===== src/rtl/synth_pkg.sv =====
// Shared definitions for the synth voice path: pan mode encoding.
package synth_pkg;

    typedef enum logic [1:0] {
        PAN_FIXED = 2'd0,
        PAN_TRI   = 2'd1,
        PAN_SAW   = 2'd2,
        PAN_RSVD  = 2'd3
    } pan_mode_e;

endpackage


===== src/rtl/pan_sweep_if.sv =====
// Sample/pan bundle between the voice mixer and the auto-panner.
interface pan_sweep_if #(
    parameter int WIDTH     = 16,
    parameter int GAIN_BITS = 8
);
    logic signed [WIDTH-1:0] sample_in;
    logic                    in_ready;
    logic [1:0]              mode;
    logic [GAIN_BITS:0]      pan_pos;
    logic signed [WIDTH-1:0] out_L;
    logic signed [WIDTH-1:0] out_R;
    logic                    out_ready;
    logic [GAIN_BITS:0]      pos_out;

    modport master (
        output sample_in, in_ready, mode, pan_pos,
        input  out_L, out_R, out_ready, pos_out
    );

    modport slave (
        input  sample_in, in_ready, mode, pan_pos,
        output out_L, out_R, out_ready, pos_out
    );
endinterface


===== src/rtl/pan_sweep_dff.sv =====
// Basic flops: dffr (sync reset) and dffre (sync reset with load enable).
module dffr #(
    parameter int           W       = 1,
    parameter logic [W-1:0] RST_VAL = '0
) (
    input  logic         clk,
    input  logic         rst,
    input  logic [W-1:0] d,
    output logic [W-1:0] q
);
    always_ff @(posedge clk) begin
        if (rst) q <= RST_VAL;
        else     q <= d;
    end
endmodule

module dffre #(
    parameter int           W       = 1,
    parameter logic [W-1:0] RST_VAL = '0
) (
    input  logic         clk,
    input  logic         rst,
    input  logic         en,
    input  logic [W-1:0] d,
    output logic [W-1:0] q
);
    always_ff @(posedge clk) begin
        if (rst)     q <= RST_VAL;
        else if (en) q <= d;
    end
endmodule


===== src/rtl/pan_sweep_position_gen.sv =====
// Pan position generator: fixed, triangle or sawtooth sweep, advancing once per sample strobe.
module pan_position_gen
    import synth_pkg::*;
#(
    parameter int GAIN_BITS = 8,
    parameter int DWELL     = 4800,
    parameter int STEP      = 16
) (
    input  logic                 clk,
    input  logic                 reset,
    input  logic                 in_ready,
    input  logic [1:0]           mode,
    input  logic [GAIN_BITS:0]   pan_pos,
    output logic [GAIN_BITS:0]   pos
);
    localparam int GW = GAIN_BITS + 1;
    localparam int CW = (DWELL > 1) ? $clog2(DWELL) : 1;
    localparam logic [GW-1:0] FULL     = GW'(2 ** GAIN_BITS);
    localparam logic [GW:0]   FULL_X   = (GW + 1)'(2 ** GAIN_BITS);
    localparam logic [GW:0]   STEP_X   = (GW + 1)'(STEP);
    localparam logic [CW-1:0] CNT_LAST = CW'(DWELL - 1);

    pan_mode_e     mode_e;
    logic [CW-1:0] cnt, cnt_nxt;
    logic [GW-1:0] pos_nxt;
    logic          dir, dir_nxt;
    logic          wrap;
    logic [GW:0]   pos_up;

    assign mode_e = pan_mode_e'(mode);
    // One extra bit so pos + STEP can exceed FULL without wrapping.
    assign pos_up = {1'b0, pos} + STEP_X;

    dffr #(.W(CW))                            u_cnt (.clk(clk), .rst(reset), .d(cnt_nxt), .q(cnt));
    dffr #(.W(GW), .RST_VAL(GW'(FULL / 2)))   u_pos (.clk(clk), .rst(reset), .d(pos_nxt), .q(pos));
    dffr #(.W(1))                             u_dir (.clk(clk), .rst(reset), .d(dir_nxt), .q(dir));

    always_comb begin
        wrap    = (cnt == CNT_LAST);
        cnt_nxt = cnt;
        pos_nxt = pos;
        dir_nxt = dir;
        if (in_ready) begin
            case (mode_e)
                PAN_TRI: begin
                    cnt_nxt = wrap ? '0 : cnt + 1'b1;
                    if (wrap && !dir) begin
                        if (pos_up >= FULL_X) begin
                            pos_nxt = FULL;
                            dir_nxt = 1'b1;
                        end else begin
                            pos_nxt = pos_up[GW-1:0];
                        end
                    end else if (wrap) begin
                        if ({1'b0, pos} <= STEP_X) begin
                            pos_nxt = '0;
                            dir_nxt = 1'b0;
                        end else begin
                            pos_nxt = pos - STEP_X[GW-1:0];
                        end
                    end
                end
                PAN_SAW: begin
                    cnt_nxt = wrap ? '0 : cnt + 1'b1;
                    if (wrap) pos_nxt = (pos_up > FULL_X) ? '0 : pos_up[GW-1:0];
                end
                default: begin
                    // Reserved encoding falls through here and acts as fixed.
                    cnt_nxt = '0;
                    pos_nxt = (pan_pos > FULL) ? FULL : pan_pos;
                end
            endcase
        end
    end
endmodule


===== src/rtl/pan_sweep.sv =====
// Stereo auto-panner: two-stage gain-multiply pipeline driven by pan_position_gen.
module pan_sweep
    import synth_pkg::*;
#(
    parameter int WIDTH     = 16,
    parameter int GAIN_BITS = 8,
    parameter int DWELL     = 4800,
    parameter int STEP      = 16
) (
    input  logic         clk,
    input  logic         reset,
    pan_sweep_if.slave   bus
);
    localparam int GW = GAIN_BITS + 1;
    localparam int PW = WIDTH + GAIN_BITS + 1;
    localparam logic [GW-1:0] FULL = GW'(2 ** GAIN_BITS);

    // Truncation to WIDTH is safe because the gain never exceeds FULL.
    function automatic logic signed [WIDTH-1:0] scale(input logic signed [WIDTH-1:0] s,
                                                      input logic [GW-1:0] g);
        logic signed [PW-1:0] prod;
        prod = PW'(s) * PW'($signed({1'b0, g}));
        return prod[GAIN_BITS +: WIDTH];
    endfunction

    logic [GW-1:0]           pos;
    logic [GW-1:0]           gain_l, gain_r;
    logic signed [WIDTH-1:0] sample_p1;
    logic [GW-1:0]           gain_l_p1, gain_r_p1;
    logic                    vld_p1;
    logic signed [WIDTH-1:0] out_l_p2, out_r_p2;
    logic                    vld_p2;

    pan_position_gen #(
        .GAIN_BITS(GAIN_BITS),
        .DWELL    (DWELL),
        .STEP     (STEP)
    ) u_pos_gen (
        .clk     (clk),
        .reset   (reset),
        .in_ready(bus.in_ready),
        .mode    (bus.mode),
        .pan_pos (bus.pan_pos),
        .pos     (pos)
    );

    assign gain_l = pos;
    assign gain_r = FULL - pos;

    // Stage 1: capture sample with the gains of the pre-update position.
    dffre #(.W(WIDTH)) u_sample_p1 (.clk(clk), .rst(1'b0), .en(bus.in_ready), .d(bus.sample_in), .q(sample_p1));
    dffre #(.W(GW))    u_gain_l_p1 (.clk(clk), .rst(1'b0), .en(bus.in_ready), .d(gain_l), .q(gain_l_p1));
    dffre #(.W(GW))    u_gain_r_p1 (.clk(clk), .rst(1'b0), .en(bus.in_ready), .d(gain_r), .q(gain_r_p1));
    dffr  #(.W(1))     u_vld_p1    (.clk(clk), .rst(reset), .d(bus.in_ready), .q(vld_p1));

    // Stage 2: weighted outputs, held until the next valid sample.
    dffre #(.W(WIDTH)) u_out_l_p2 (.clk(clk), .rst(reset), .en(vld_p1), .d(scale(sample_p1, gain_l_p1)), .q(out_l_p2));
    dffre #(.W(WIDTH)) u_out_r_p2 (.clk(clk), .rst(reset), .en(vld_p1), .d(scale(sample_p1, gain_r_p1)), .q(out_r_p2));
    dffr  #(.W(1))     u_vld_p2   (.clk(clk), .rst(reset), .d(vld_p1), .q(vld_p2));

    assign bus.out_L     = out_l_p2;
    assign bus.out_R     = out_r_p2;
    assign bus.out_ready = vld_p2;
    assign bus.pos_out   = pos;
endmodule


===== src/flat_wrapper.sv =====
// flat-port wrapper written by rule: the top's interface ports become plain ports
module pan_sweep_flat import synth_pkg::*;
#(
    parameter int WIDTH     = 16,
    parameter int GAIN_BITS = 8,
    parameter int DWELL     = 4800,
    parameter int STEP      = 16
)
  (clk, reset, bus_sample_in, bus_in_ready, bus_mode, bus_pan_pos, bus_out_L, bus_out_R, bus_out_ready, bus_pos_out);
  pan_sweep_if #(.WIDTH(WIDTH), .GAIN_BITS(GAIN_BITS)) bus_i ();
  input  logic clk;
  input  logic reset;
  input wire logic [$bits(bus_i.sample_in)-1:0] bus_sample_in;
  input wire logic [$bits(bus_i.in_ready)-1:0] bus_in_ready;
  input wire logic [$bits(bus_i.mode)-1:0] bus_mode;
  input wire logic [$bits(bus_i.pan_pos)-1:0] bus_pan_pos;
  output wire logic [$bits(bus_i.out_L)-1:0] bus_out_L;
  output wire logic [$bits(bus_i.out_R)-1:0] bus_out_R;
  output wire logic [$bits(bus_i.out_ready)-1:0] bus_out_ready;
  output wire logic [$bits(bus_i.pos_out)-1:0] bus_pos_out;
  assign bus_i.sample_in = bus_sample_in;
  assign bus_i.in_ready = bus_in_ready;
  assign bus_i.mode = bus_mode;
  assign bus_i.pan_pos = bus_pan_pos;
  assign bus_out_L = bus_i.out_L;
  assign bus_out_R = bus_i.out_R;
  assign bus_out_ready = bus_i.out_ready;
  assign bus_pos_out = bus_i.pos_out;
  pan_sweep #(.WIDTH(WIDTH), .GAIN_BITS(GAIN_BITS), .DWELL(DWELL), .STEP(STEP)) u_core (.clk(clk), .reset(reset), .bus(bus_i));
endmodule

===== config.mk =====
export PLATFORM = sky130hd
export DESIGN_NAME = pan_sweep_flat
export DESIGN_NICKNAME = d
export VERILOG_FILES = /design/src/rtl/synth_pkg.sv /design/src/rtl/pan_sweep_if.sv /design/src/rtl/pan_sweep_dff.sv /design/src/rtl/pan_sweep_position_gen.sv /design/src/rtl/pan_sweep.sv /design/src/flat_wrapper.sv
export SDC_FILE = /design/constraint.sdc
export NUM_CORES = 1
export LEC_CHECK = 0
export ABC_AREA = 1
export ABC_CLOCK_PERIOD_IN_PS = 6850
export CAP_MARGIN = 15
export CORE_AREA = 8 8 167 169
export CTS_BUF_LIST = sky130_fd_sc_hd__clkbuf_8 sky130_fd_sc_hd__clkbuf_16
export DETAILED_ROUTE_END_ITERATION = 8
export DIE_AREA = 0 0 175 177
export GPL_ROUTABILITY_DRIVEN = 0
export PLACE_DENSITY = 0.78
export SLEW_MARGIN = 15
export SYNTH_ARGS = -nofsm -noshare
export SYNTH_HDL_FRONTEND = slang
export SYNTH_SLANG_ARGS = --single-unit

===== constraint.sdc =====
create_clock -name clk -period 6.85 [get_ports clk]
set_input_delay 0.685 -clock clk [delete_from_list [all_inputs] [get_ports clk]]
set_output_delay 0.685 -clock clk [all_outputs]
set_load 0.01 [all_outputs]

==> flow_results.org, run 1 <==
** Placed design
- Total of buffers placed on input and output ports :: 71
- HPWL after detailed placement :: 30000 um

** Worst setup path
- Worst Path Max Fanout :: 16
- Arrival time of the worst setup path :: 6.02 ns
- The worst register-to-register path begins at u_core.u_gain_r_p1.q[1].
- Startpoint type of the worst setup path :: flip-flop
- For the worst setup path, the data required time is 7.12 ns.
- The critical path is of the flip-flop to flip-flop type.
- Critical path capture point type :: flip-flop
- Launch point of the critical path :: u_core.u_gain_r_p1.q[1]

** Yosys
- Ys flop type :: dfxtp_1
- Synth unique cells :: 53
- Synth Warn # :: 0
- The cell count after synthesis came out at 1988.
- The share of the Yosys chip area taken by registers is 0.144.
- Counting every net in the synthesized netlist gives 2355.
- In this run the mean area of a mapped cell was 7.45 um2.
- Async set-reset flop share out of synthesis :: 0
- After synthesis the netlist holds a flip-flop and latch count of 90.
- Post-Synthesis Cell Area :: 14800 um2
- Number of synthesized flops with an enable pin :: 33

** Finish
- Number of diodes :: 0
- In the final layout, the share of cells above drive strength 1 is 0.0351.
- Register area :: 2130 um2
- Relative to the synthesized area, the layout overhead comes to 7.46%.
- Fill cell total of the finished layout :: 2198
- In the final layout, the multi-input gates occupy 10400 um2.
- Leaving out fill and tap cells, the most frequent cell in the layout is inv_1.
- Count of nets after finishing :: 2357
- Leading cell types in the layout, fill and taps excluded :: 514 x inv_1, 494 x nand2_1, 228 x fa_1

** Route
- After detailed routing, the number of remaining DRC violations is 0.
- In the final routed layout, each cell accounts on average for 16.2 um.
- Detailed-route wire length :: 37800 um
- Via total after detailed routing :: 12700
- In the routed layout, each cell is associated on average with a via count of 5.44.
- The detailed router finished its first iteration with 1067 violations.
- The first TritonRoute pass finished after 6 iterations.
- Once detail routing completed, the nets flagged for antenna violations numbered 0.

** Global routing
- Leftover overflow at the end of global routing :: 0
- First-pass GRT wire length :: 63500 um
- The via count of the first global-routing pass came to 13300.
- Initial antenna violation count :: 0
- GRT Overall Usage :: 0.254
- Entering global routing, the biggest net connects 63 pins.

** Floorplanning
- After floorplanning, the core was sized to cover 25500 um2.
- I/O pin cnt :: 72
- Starting density of the core :: 0.581
- Floorplan die area :: 31000 um2
- After floorplanning, the core was divided into 59 placement rows.
- In this run the vertical extent of the chip is 177 um.
- The die is 175 um wide.

** CTS
- Postcts setup bufs :: 0
- Total CTS buffers :: 9
- At the later pin of the worst-skew pair, clock insertion delay measures 0.37 ns.
- The H-tree was split into 3 levels.
- Clock net sink count :: 90
- Counting along the longest clock path gives a buffer depth of 2.
- CTS Root Buffer Type :: clkbuf_16
- Clock transition at path regs :: 0.08 ns
- For this design, the CTS-stage hold fixing added 0 buffers.
- TritonCTS built the clock tree.
- The number of gates resized after CTS was 0.

** STA
- Final number of setup-violating endpoints :: 0
- For the pin with the worst max-slew slack, the measured transition is 1.16 ns.
- Count of final hold-check violations :: 0
- Setup repair after global routing left no endpoint under its margin.
- Of the available clock period, the critical path in the final layout requires 0.840.
- F_max :: 0.174 GHz
- In this run the tightest slew margin relative to its limit is 0.228.
- For the final database, setup skew stands at 0.0149 ns.
- Number of max-slew violations in the final report :: 0
- The routed design could run at a clock period as short as 5.75 ns.
- For the final routed database, the setup TNS stands at 0 ns.

** Hold path
- Min-delay src :: u_core.u_out_l_p2.q[7]
- The tightest min-delay check is of the flip-flop to flip-flop type.

** Outcome
- The run finished with clean final reports.

** Run
- Count of maximum capacitance violations :: 0
## stage by stage
stage	instances	hold WS, ns	util	worst slack (ns)	instance area [um2]
2_1_floorplan	1988	0.454	-	1.84	14800
3_3_place_gp	2314	0.470	0.613	1.32	15600
3_5_place_dp	2314	0.483	0.613	1.17	15600
4_1_cts	2330	0.499	0.625	1.21	15900
5_1_grt	2330	0.520	0.625	0.790	15900
6_report	2330	0.501	0.625	1.10	15900
## layout make-up
type                            instances  area share
Tap cell                              335      0.0263
Inverter                              522       0.123
Clock inverter                          6     0.00377
Clock buffer                           10      0.0157
Sequential cell                        90       0.134
Timing Repair Buffer                   74      0.0458
Multi-Input combinational cell       1293       0.651
## synthesized netlist by cell type (7+ instances only)
cell	instances	area [um2]
inv_1	514	1930
nand2_1	494	1850
fa_1	228	4560
nor2_1	127	477
ha_1	109	1360
nand3_1	76	380
clkbuf_1	69	259
a21oi_1	62	310
dfxtp_1	57	1140
o21ai_0	44	220
edfxtp_1	33	991
xor2_1	21	184
nand4_1	15	93.8
xnor2_1	15	131
nand2_2	13	81.3
nor3_1	11	55.1
nor2_2	10	62.6
a21o_1	8	60.1
inv_2	7	26.3
o21bai_1	7	52.6
## sequential cells by signal (all words and copies together), names as in the netlist
signal and cells:
u_core.u_out_l_p2.q 16, u_core.u_vld_p2.q 1, u_core.u_sample_p1.q 16, u_core.u_gain_r_p1.q 8, u_core.u_pos_gen.u_cnt.q 13, u_core.u_pos_gen.u_dir.q 1
u_core.u_gain_l_p1.q 9, u_core.u_out_r_p2.q 16, u_core.u_vld_p1.q 1, u_core.u_pos_gen.u_pos.q 9
## final timing paths
kind         slack [ns]                       to  cells after the start
max                1.10  u_core.u_out_r_p2.q[12]                     17
min                0.50   u_core.u_out_l_p2.q[7]                      2
max reg2reg        1.10  u_core.u_out_r_p2.q[12]                     17
min reg2reg        0.50   u_core.u_out_l_p2.q[7]                      2
## per-layer routing
layer,vias to the layer above,track usage,wire (um)
li1,5838,-,-
met1,6135,0.287,14400
met4,0,0.132,1810
met3,128,0.0320,2490
met5,-,0,0
met2,576,0.464,19100
## critical path: stages, from the launching register on
cell and delay, ns:
edfxtp_1 0.89, nand2_1 0.30, fa_1 0.66, fa_1 0.53, inv_1 0.06, fa_1 0.50
fa_1 0.50, inv_1 0.06, fa_1 0.49, inv_1 0.04, ha_1 0.41, nand2_1 0.17
nor4_1 0.42, nand3_1 0.22, nand4_1 0.16, nand3_1 0.10, nand2_1 0.10, inv_1 0.04
## cell families after synthesis
kind of cell / after synthesis / synth area share
AND/OR/NAND/NOR: 770 / 0.220
buffers and inverters: 605 / 0.156
adder cells (fa/ha/maj): 337 / 0.400
AO/OA/AOI/OAI: 148 / 0.0561
flip-flops: 90 / 0.144
XOR/XNOR: 37 / 0.0224
multiplexers: 1 / 0.000676
Power of run 1 is not shown: default switching activity piles up to over one toggle a cycle in this logic, so the estimate is an artifact.
==> run 2: changes to the inputs <==
--- a/config.mk
+++ b/config.mk
@@ -6,7 +6,7 @@
 export NUM_CORES = 1
 export LEC_CHECK = 0
 export ABC_AREA = 1
-export ABC_CLOCK_PERIOD_IN_PS = 6850
+export ABC_CLOCK_PERIOD_IN_PS = 5900
 export CAP_MARGIN = 15
 export CORE_AREA = 8 8 167 169
 export CTS_BUF_LIST = sky130_fd_sc_hd__clkbuf_8 sky130_fd_sc_hd__clkbuf_16
==> constraint.sdc (replaced) <==
create_clock -name clk -period 5.9 [get_ports clk]
set_input_delay 0.59 -clock clk [delete_from_list [all_inputs] [get_ports clk]]
set_output_delay 0.59 -clock clk [all_outputs]
set_load 0.01 [all_outputs]
==> run 2 against run 1 <==
Compared with the run above: clock skew grew 0.0023 ns; wire length down 2.2%; first-iteration DRC count is 15% lower; largest cell class unchanged; highest routed layer unchanged; critical path depth unchanged; non-clock buffer count up 11; die area stayed put.
==> flow_results.org, run 2 (same netlist as run 1, synthesis figures left out) <==
** Outcome
- Run status :: finished, final reports clean

** Global routing
- Leftover overflow at the end of global routing :: 0 (unchanged)
- Pin count of the biggest net entering global routing :: 63 (unchanged)
- First-pass GRT wire length :: 61900 um (-2.5%)
- Vias in the first global route :: 13200 (-0.50%)
- The overall fraction of global-route tracks in use came to 0.247 (-0.00691).
- The number of antenna violations at the first check in global routing came to 0 (unchanged).

** Route
- The routed wire length per instance came to 15.8 um (-2.6%).
- # DRC :: 0 (unchanged)
- Via/cell ratio :: 5.33 (-2.1%)
- The violation count after the first detailed-routing iteration came to 910 (-15%).
- The via count came to 12500 (-1.6%).
- DR pass1 iterations :: 5 (-1)
- The sum of routed wire length over all layers was 36900 um (-2.2%).
- Number of antenna-violating nets in the routed design :: 0 (unchanged)

** Worst setup path
- STA classifies the critical path endpoint as a flip-flop.
- Slowest cell on the critical path :: edfxtp_1
- Counting stages on the worst path, the most repeated cell is fa_1.
- The buffering stage count on the worst path with inverters included came to 4 (unchanged).
- Startpoint type of the worst setup path :: flip-flop
- CP cell instances :: nand2_1 -> fa_1 -> fa_1 -> inv_1 -> fa_1 -> fa_1 -> inv_1 -> fa_1 -> inv_1 -> ha_1 -> nand2_1 -> nor4_1 -> nand3_1 -> nand4_1 -> nand3_1 -> nand2_1 -> inv_1
- The critical path data arrival time is 5.75 ns (-0.27 ns).
- Critical path class :: flip-flop to flip-flop
- CP peak stage delay :: 0.76 ns (-0.13 ns)
- The highest fanout seen on the critical path was 16 (unchanged).
- Cell family with most CP delay :: adder cells
- The setup slack of the worst register-to-register path was 0.42 ns (-0.68 ns).
- Required time at the worst-slack endpoint :: 6.17 ns (-0.95 ns)

** Floorplanning
- The row count was 59 (unchanged).
- DIE WIDTH :: 175 um (unchanged)
- The overall die height came to 177 um (unchanged).
- Core area :: 25500 um2 (unchanged)
- The die outline area came to 31000 um2 (unchanged).
- Starting density of the core :: 0.581 (unchanged)
- I/O pin cnt :: 72 (unchanged)

** STA
- The count of endpoints failing setup in the final report came to 0 (unchanged).
- Part of the cycle the worst path needs :: 0.929 (+0.0894)
- F_max :: 0.182 GHz (+4.9%)
- Setup repair after global routing left no endpoint under its margin.
- Remaining max-slew budget at the tightest pin :: 0.275 (+0.0468)
- The worst setup skew after layout is 0.0173 ns (+0.00233 ns).
- The minimum clock period after layout came to 5.48 ns (-0.270 ns).
- The slew at the pin with the worst max-slew slack is 1.09 ns (-0.0703 ns).
- The max-slew violation total from the final report is 0 (unchanged).
- The setup TNS came to 0 ns (unchanged).
- Count of final hold-check violations :: 0 (unchanged)

** CTS
- The clock latency at the later pin of the worst-skew pair came to 0.37 ns (about the same).
- The number of buffers added by the clock tree synthesis step is 9 (unchanged).
- The H-tree level count came to 3 (unchanged).
- Clock net sink count :: 90 (unchanged)
- CTS Root Buffer Type :: clkbuf_16
- TritonCTS built the clock tree.
- The quantity of gates resized following cts came to 0 (unchanged).
- The clock transition time at the flip-flop clock pins of the worst setup and hold paths came to 0.08 ns (about the same).
- Count of hold-fix buffers inserted at cts :: 0 (unchanged)
- The number of buffers on the longest clock path was 2 (unchanged).
- The buffers inserted during post-CTS setup optimization is 0 (unchanged).

** Finish
- The combined area of the multi-input logic cells came to 10400 um2 (unchanged).
- Leading cell types in the layout, fill and taps excluded :: 514 x inv_1, 494 x nand2_1, 228 x fa_1
- Number of diodes :: 0 (unchanged)
- Synthesis-to-layout area growth :: 7.92%
- Count of nets after finishing :: 2368 (+0.47%)
- Fraction of layout instances using a drive strength above 1 :: 0.0399 (+0.00481)
- Register area :: 2130 um2 (unchanged)
- The count of filler cells inserted in the layout came to 2241 (+2.0%).
- The largest registers in the layout are u_core.u_out_l_p2.q: 16 flops, u_core.u_out_r_p2.q: 16 flops, u_core.u_sample_p1.q: 16 flops.
- Commonest non-fill, non-tap cell in the layout :: inv_1

** Hold path
- Type of the most critical hold path :: flip-flop to flip-flop

** Placed design
- The port buffer count is 71 (unchanged).
- The HPWL reported at the end of detailed placement came to 30100 um (+0.27%).

** Run
- Count of maximum capacitance violations :: 0 (unchanged)
## run 2: changes by cell type in the layout (fill, tap and decap cells not counted), sizes merged
cell / before / now
inv: 527 / 524
buf: 4 / 15
clkbuf: 10 / 11
clkinv: 1 / 2
## run 2: layout make-up
cell class              instances  share of cell area
inverters                     522               0.123
flip-flops and latches         90               0.134
repair buffers                 85              0.0507
well taps                     335              0.0262
clock inverters                 4             0.00196
multi-input cells            1293               0.648
clock buffers                  11              0.0165
## run 2: path summary, 6_finish.rpt
check                                from                 endpoint  cells after the start
setup / recovery  u_core.u_gain_r_p1.q[1]  u_core.u_out_r_p2.q[12]                     17
hold / removal     u_core.u_out_l_p2.q[7]   u_core.u_out_l_p2.q[7]                      2
setup reg to reg  u_core.u_gain_r_p1.q[1]  u_core.u_out_r_p2.q[12]                     17
hold reg to reg    u_core.u_out_l_p2.q[7]   u_core.u_out_l_p2.q[7]                      2
## run 2: routing by layer
metal  GRT usage  part of all wire
met4       0.125             0.046
met5           0                 0
met1       0.280              0.39
met3      0.0307             0.052
met2       0.451              0.51
## run 2: metrics by stage
| stage | utilization | cells | worst slack [ns] | hold slack, ns | cell area, um2 |
|---|---|---|---|---|---|
| after floorplan | - | 1988 | 0.885 | 0.454 | 14800 |
| after global placement | 0.616 | 2325 | 0.561 | 0.474 | 15700 |
| after detailed placement | 0.616 | 2325 | 0.478 | 0.476 | 15700 |
| after CTS | 0.627 | 2340 | 0.477 | 0.498 | 16000 |
| after global routing | 0.627 | 2340 | 0.0214 | 0.514 | 16000 |
| final | 0.627 | 2340 | 0.419 | 0.499 | 16000 |
## run 2: tightest hold or removal path: stages (launching register included)
cell and delay (ns):
dfxtp_1 0.34, o211ai_1 0.08, inv_1 0.05
Power of run 2 is left out for the same reason.
